`config.mk`:
```
export PLATFORM = sky130hd
export DESIGN_NAME = restoring_divider
export DESIGN_NICKNAME = d
export VERILOG_FILES = /design/src/rtl/restoring_divider.sv
export SDC_FILE = /design/constraint.sdc
export NUM_CORES = 1
export LEC_CHECK = 0
export ABC_AREA = 1
export CAP_MARGIN = 30
export CORE_UTILIZATION = 55
export DETAILED_ROUTE_END_ITERATION = 7
export PLACE_DENSITY_LB_ADDON = 0.25
export SKIP_LAST_GASP = 1
export SYNTH_ARGS = -nofsm -noshare
export SYNTH_HDL_FRONTEND = slang
export SYNTH_SLANG_ARGS = --single-unit
```
`constraint.sdc`:
```
create_clock -name Clk -period 1.85 [get_ports Clk]
set_input_delay 0.4625 -clock Clk [delete_from_list [all_inputs] [get_ports Clk]]
set_output_delay 0.4625 -clock Clk [all_outputs]
set_load 0.03 [all_outputs]
```
`src/rtl/restoring_divider.sv`:
```
// Sequential unsigned restoring divider: one quotient bit per clock after a Run rising edge.
// Results are registered and held until the next accepted start.
module restoring_divider #(
  parameter int W = 8
) (
  input  logic         Clk,
  input  logic         Reset_n,
  input  logic         Run,
  input  logic [W-1:0] Dividend,
  input  logic [W-1:0] Divisor,
  output logic [W-1:0] Quotient,
  output logic [W-1:0] Remainder,
  output logic         Busy,
  output logic         Done,
  output logic         DivByZero
);

  localparam int CW = $clog2(W);
  localparam logic [CW-1:0] LAST_CNT = CW'(W - 1);

  typedef enum logic [1:0] {
    IDLE = 2'd0,
    CALC = 2'd1,
    DONE = 2'd2
  } state_t;

  // The top bit of the partial remainder is always clear after a step, so only W bits are kept.
  typedef struct packed {
    logic [W-1:0] rem;
    logic [W-1:0] quo;
  } step_t;

  // One restoring step: shift the next dividend bit in, subtract the divisor when it fits.
  function automatic step_t div_step(input logic [W-1:0] r,
                                     input logic [W-1:0] q,
                                     input logic [W-1:0] d);
    logic [W:0] t;
    step_t      s;
    t     = {r, q[W-1]};
    s.quo = {q[W-2:0], 1'b0};
    if (t >= {1'b0, d}) begin
      s.rem    = t[W-1:0] - d;
      s.quo[0] = 1'b1;
    end else begin
      s.rem    = t[W-1:0];
    end
    return s;
  endfunction

  state_t        state_r;
  logic          run_q_r;
  logic [CW-1:0] count_r;
  logic [W-1:0]  q_work_r;
  logic [W-1:0]  r_work_r;
  logic [W-1:0]  d_work_r;
  logic          start_s;
  step_t         step_s;

  assign start_s = Run & ~run_q_r;

  // Next partial remainder/quotient from the current working registers.
  always_comb begin
    step_s = div_step(r_work_r, q_work_r, d_work_r);
  end

  // Control FSM, working registers and registered outputs.
  always_ff @(posedge Clk or negedge Reset_n) begin
    if (!Reset_n) begin
      state_r   <= IDLE;
      run_q_r   <= 1'b0;
      count_r   <= '0;
      q_work_r  <= '0;
      r_work_r  <= '0;
      d_work_r  <= '0;
      Quotient  <= '0;
      Remainder <= '0;
      Busy      <= 1'b0;
      Done      <= 1'b0;
      DivByZero <= 1'b0;
    end else begin
      run_q_r <= Run;
      case (state_r)
        IDLE, DONE: begin
          if (start_s) begin
            if (Divisor != '0) begin
              q_work_r  <= Dividend;
              d_work_r  <= Divisor;
              r_work_r  <= '0;
              count_r   <= '0;
              Done      <= 1'b0;
              DivByZero <= 1'b0;
              Busy      <= 1'b1;
              state_r   <= CALC;
            end else begin
              // Divide by zero resolves immediately with a saturated quotient.
              Quotient  <= '1;
              Remainder <= Dividend;
              DivByZero <= 1'b1;
              Done      <= 1'b1;
              Busy      <= 1'b0;
              state_r   <= DONE;
            end
          end else begin
            state_r <= state_r;
          end
        end
        CALC: begin
          q_work_r <= step_s.quo;
          r_work_r <= step_s.rem;
          count_r  <= count_r + CW'(1);
          if (count_r == LAST_CNT) begin
            Quotient  <= step_s.quo;
            Remainder <= step_s.rem;
            Busy      <= 1'b0;
            Done      <= 1'b1;
            state_r   <= DONE;
          end else begin
            state_r   <= CALC;
          end
        end
        default: begin
          state_r   <= IDLE;
          Busy      <= 1'b0;
          Done      <= 1'b0;
          DivByZero <= 1'b0;
        end
      endcase
    end
  end

endmodule

```
==> out/qor.yml, run 1 <==
outcome: "finished, final reports clean"
grt_use_met3: 0.0389
worstRegToRegCells: 11
cts_hold_repair.buffers: 0
design.portCount: 38
timing.hold.worst.class: "input port to asynchronous set/reset pin"
syn-mean-instance-area_um2: 7.90
rsz_0062_raised_after_global_routing: "yes"
synthMuxAreaShare: 0
max-cap-violations: 0
vdd.ir_drop.worst_mv: 1.07
post_detailed_route_wirelength_per_cell_um: 13.9
worstPathCellList: "clkdlybuf4s50_1"
number_of_instances_in_the_synthesized_netlist: 346
finish_stage_setup_viols: 0
clock_insertion_delay_worst_skew_ns: 0.30
design.final.nets: 429
filler_cell_count: 372
route.final.wire_length_um: 6490
yosysUniqueCellTypes: 26
critical_path_source_type: "register"
drt-vias-per-instance: 5.26
start_util: 0.575
critical_path_required_ns: 1.39
worst-setup-path-type: "register to output pin"
antenna_violations_before_repair: 0
postSynthRegisterBits: 49
grt_max_degree: 34
max_freq_ghz: 0.551
synth_top_family_by_area: "simple AND/OR/NAND/NOR gates"
synth-warning-count: 0
layout.cells.most_common: "sky130_fd_sc_hd__nand2_1"
syn2layout_area_growth_pct: 30.4
post-route-cell-area_um2: 3570
final.setup.worst_slack_ns: 0.0343
cts.path.max_buffers: 2
synth_top_area_share: 0.448
timing.critical_path.to_type: "output pin"
yosysSeqAreaShare: 0.448
htreeDepth: 2
synth_area_um2: 2740
maximum_fanout_encountered_on_the_critical_timing_path: 2
static-leakage-power_nw: 1.79
regToRegSetupSlack_ns: 0.04
antenna_cells_inserted: 0
clockRootBuffer: "sky130_fd_sc_hd__clkbuf_8"
worst_slew_pin_slew_ns: 0.410
grt_first_pass_wirelength_um: 10200
placement.setup.worst_slack_ns: -0.262
firstDrtPassIters: 4
synth_area_leader_cell: "sky130_fd_sc_hd__dfrtp_1"
floorplan.die_area_um2: 5260
cp.arrival_ns: 1.35
synth_xor_xnor_area_share: 0.00961
vias: 2458
floorplan.die.width_um: 72.5
die_h_um: 72.5
design.core.area_um2: 4750
syn_nets: 376
report.final.slew_viol_count: 0
worst-path-stages: 1
crit_path_top_delay_cell: "sky130_fd_sc_hd__clkdlybuf4s50_1"
yosys.area_share.simple: 0.289
grt.overflow.total: 0
grt_util_met2: 0.389
worst_setup_hold_path_clk_slew_ns: 0.09
hpwl_after_detailed_placement_um: 4530
grt_use_met1: 0.359
vias_in_the_first_global_route: 2253
crit_path_max_delay_family: "buffers and inverters"
synth-adder-area-share: 0.0531
layout_common_cells: "sky130_fd_sc_hd__nand2_1, sky130_fd_sc_hd__inv_1, sky130_fd_sc_hd__dfrtp_1, sky130_fd_sc_hd__clkdlybuf4s50_1, sky130_fd_sc_hd__nand3_1"
timing_hold_violations_final: 0
synth_area_leaders: "sky130_fd_sc_hd__dfrtp_1, sky130_fd_sc_hd__nand2_1, sky130_fd_sc_hd__inv_1"
gp_routability_congestion: 0.876
fraction_of_layout_instances_using_a_drive_strength_above_1: 0.195
port_buffers: 37
tns_ns: 0
path_buf_inv: 1
detail-route-antenna-nets: 0
max_slew_margin: 0.727
global_route.usage.total: 0.251
drcViolationCount: 0
clock_sinks: 49
finalPower_mw: 7.05
cp_slowest_stage_delay_ns: 0.67
rows: 25
grt_busiest_layer: "met2"
finalWorstPathRequiredPeriod_ns: 1.82
numCtsBuffers: 5
detail_route.iter0.violations: 254
cellPowerDensity_nw_per_um2: 1980
placed_cell_area_um2: 3250
min_period_over_period: 0.981
worst_hold_slack_ns: 0.0721
tritoncts_clock_tree: "done"
synth-compound-area-share: 0.0892
clock-skew-final_ns: 0.0109
-- sequential cells by signal, indices dropped and copies added, names as in the netlist --
name / count
Remainder: 8
DivByZero: 1
q_work_r: 8
count_r: 3
Done: 1
Quotient: 8
run_q_r: 1
d_work_r: 8
r_work_r: 8
state_r: 2
Busy: 1
-- worst paths after layout --
check / startpoint / to
setup / recovery: DivByZero$_DFFE_PN0P_ / DivByZero
hold / removal: Reset_n / Quotient[5]$_DFFE_PN0P_
setup reg to reg: q_work_r[7]$_DFFE_PN0P_ / Remainder[4]$_DFFE_PN0P_
hold reg to reg: d_work_r[1]$_DFFE_PN0P_ / d_work_r[1]$_DFFE_PN0P_
max in group asynchronous: Reset_n / r_work_r[1]$_DFFE_PN0P_
min in group Clk: d_work_r[1]$_DFFE_PN0P_ / d_work_r[1]$_DFFE_PN0P_
-- cell usage after synthesis (all sizes together) --
cell / number
a211oi: 7
a21oi: 20
a22o: 2
buf: 9
dfrtp: 49
fa: 1
ha: 10
inv: 62
nand2: 76
nand3: 37
nand4: 12
nor2: 36
o21ai: 14
or2: 8
xor2: 3
-- metal layers --
layer,share of wire,vias up
met5,0,-
met4,0.027,0
met3,0.046,19
met2,0.48,84
met1,0.44,1137
li1,-,1218
-- power by group --
part | switching [mW] | total [mW] | internal [mW]
combinational | 2.61 | 4.45 | 1.84
sequential | 0.368 | 1.94 | 1.57
clock | 0.358 | 0.661 | 0.304
total | 3.34 | 7.05 | 3.72
-- per-stage QoR --
stage          instances   util
6_report             467  0.750
3_3_place_gp         456  0.684
4_1_cts              464  0.707
5_1_grt              467  0.750
2_1_floorplan        346      -
3_5_place_dp         456  0.684
-- what timing repair did --
item | 4_1_cts | 5_1_grt
pin swaps | 0 | 9
setup endpoints to repair | 5 | 22
setup buffers | 0 | 2
resized for setup | 2 | 37
gates cloned | 0 | 1
-- cell type report --
cell class | instances | area [µm²] | share of cell area
Inverter | 62 | 235 | 0.0660
Sequential cell | 49 | 1230 | 0.345
Timing Repair Buffer | 54 | 522 | 0.146
Multi-Input combinational cell | 227 | 1400 | 0.393
Clock buffer | 6 | 82.6 | 0.0232
Tap cell | 67 | 83.8 | 0.0235
Clock inverter | 2 | 13.8 | 0.00386
-- cells by family after synthesis --
| family | after synthesis |
|---|---|
| flip-flops | 49 |
| AO/OA/AOI/OAI | 43 |
| AND/OR/NAND/NOR | 169 |
| XOR/XNOR | 3 |
| adder cells (fa/ha/maj) | 11 |
| buffers and inverters | 71 |
No activity file was read; power rests on OpenSTA's default activity.
==> run 2, diff against run 1 <==
Settings changed: CELL_PAD_IN_SITES_DETAIL_PLACEMENT set to 1, CELL_PAD_IN_SITES_GLOBAL_PLACEMENT set to 2, CORE_UTILIZATION 55 to 32, MAX_ROUTING_LAYER set to met4, REMOVE_ABC_BUFFERS set to 1.
==> out/qor.yml, run 2 (synthesis gave the netlist of run 1 again) <==
numCtsBuffers: 5
layout_common_cells: "sky130_fd_sc_hd__nand2_1, sky130_fd_sc_hd__dfrtp_1, sky130_fd_sc_hd__inv_1, sky130_fd_sc_hd__buf_4, sky130_fd_sc_hd__clkdlybuf4s50_1"
tns_ns: 0
layout.cells.most_common: "sky130_fd_sc_hd__nand2_1"
route.final.wire_length_um: 8040
drcViolationCount: 0
clockRootBuffer: "sky130_fd_sc_hd__clkbuf_8"
max_slew_margin: 0.787
cts_hold_repair.buffers: 0
clock_insertion_delay_worst_skew_ns: 0.30
final.setup.worst_slack_ns: 0.0172
crit_path_max_delay_family: "buffers and inverters"
worstPathCellList: "clkdlybuf4s50_1"
timing_hold_violations_final: 0
max-cap-violations: 0
finalPower_mw: 8.12
critical_path_required_ns: 1.39
grt_max_degree: 50
design.core.area_um2: 8260
die_h_um: 94.5
timing.hold.worst.class: "input port to asynchronous set/reset pin"
finish_stage_setup_viols: 0
clock-skew-final_ns: 0.00625
outcome: "finished, final reports clean"
cp_slowest_stage_delay_ns: 0.68
min_period_over_period: 0.991
clock_sinks: 49
post_detailed_route_wirelength_per_cell_um: 15.0
max_freq_ghz: 0.546
grt_first_pass_wirelength_um: 12700
rows: 33
port_buffers: 37
detail-route-antenna-nets: 0
vdd.ir_drop.worst_mv: 0.788
design.portCount: 38
cts.path.max_buffers: 2
finalWorstPathRequiredPeriod_ns: 1.83
worst_setup_hold_path_clk_slew_ns: 0.09
report.final.slew_viol_count: 0
tritoncts_clock_tree: "done"
antenna_violations_before_repair: 0
cp.arrival_ns: 1.37
worst_slew_pin_slew_ns: 0.318
maximum_fanout_encountered_on_the_critical_timing_path: 2
firstDrtPassIters: 4
floorplan.die.width_um: 94.5
worst-setup-path-type: "register to output pin"
design.final.nets: 462
start_util: 0.331
layout.core_utilization: 0.490
antenna_cells_inserted: 0
htreeDepth: 2
global_route.usage.total: 0.189
grt.overflow.total: 0
detail_route.iter0.violations: 79
vias_in_the_first_global_route: 2615
floorplan.die_area_um2: 8920
placement.setup.worst_slack_ns: -0.292
fraction_of_layout_instances_using_a_drive_strength_above_1: 0.331
gp_routability_congestion: 0.789
drt-vias-per-instance: 4.79
crit_path_top_delay_cell: "sky130_fd_sc_hd__clkdlybuf4s50_1"
hpwl_after_detailed_placement_um: 5660
critical_path_source_type: "register"
syn2layout_area_growth_pct: 47.9
static-leakage-power_nw: 2.07
cellPowerDensity_nw_per_um2: 2010
path_buf_inv: 1
vias: 2574
timing.critical_path.to_type: "output pin"
run 2: cell types whose count changed in the layout (fill, tap and decap cells not counted), sizes merged:
cell,previous run,this run
dlygate4sd2,0,1
dlymetal6s2s,0,9
clkbuf,6,5
clkinv,2,1
bufinv,0,1
buf,18,51
clkdlybuf4s50,36,26
run 2: worst reg2reg max path, delay by kind of cell (launching register included):
family                     cells  cell delay (ns)
DFF                            1             0.41
buffers and inverters          3             0.16
and+or+nand+nor                5             0.44
adders and majority gates      2             0.52
xor gates and xnor gates       1             0.19
run 2: cell type report:
class                      count  area (µm²)
sequential                    49        1230
tap                          105         131
timing repair buffer          87         807
clock inverter                 2        35.0
inverter                      62         235
fill                         985        4210
multi-input combinational    227        1540
clock buffer                   5        68.8
run 2: path summary, 6_finish.rpt:
kind	to	from	slack (ns)	depth (start not counted)
worst max-delay path	Remainder[1]	Remainder[1]$_DFFE_PN0P_	0.02	1
worst min-delay path	r_work_r[7]$_DFFE_PN0P_	Reset_n	0.13	2
worst max register to register	Remainder[4]$_DFFE_PN0P_	q_work_r[7]$_DFFE_PN0P_	0.04	11
worst min register to register	Done$_DFFE_PN0P_	Done$_DFFE_PN0P_	0.50	2
max in group asynchronous	r_work_r[0]$_DFFE_PN0P_	Reset_n	1.47	2
min in group Clk	d_work_r[3]$_DFFE_PN0P_	Divisor[3]	0.45	3
run 2: report_power, final:
part	total (mW)	internal, mW	switching (mW)
Combinational	5.43	2.36	3.06
Sequential	1.93	1.57	0.361
Clock	0.762	0.394	0.368
Total	8.12	4.33	3.79
run 2: layer usage:
layer,part of all wire,up-vias,track usage
met5,0,-,-
met1,0.45,1252,0.248
li1,-,1274,-
met3,0.027,9,0.0266
met2,0.52,39,0.315
met4,0.0093,0,0.0303
run 2: metrics by stage:
stage / instance area [µm²] / hold WS (ns) / cells
2_1_floorplan: 2670 / 0.167 / 337
3_3_place_gp: 3510 / 0.464 / 520
3_5_place_dp: 3510 / 0.469 / 520
4_1_cts: 3740 / 0.145 / 529
5_1_grt: 4050 / 0.141 / 537
6_report: 4050 / 0.132 / 537
run 2: repair_timing:
action	in CTS	in global routing
resized for setup	18	69
pin swaps	4	33
endpoints found under the setup margin	9	28
gates cloned	1	0
setup buffers	1	9
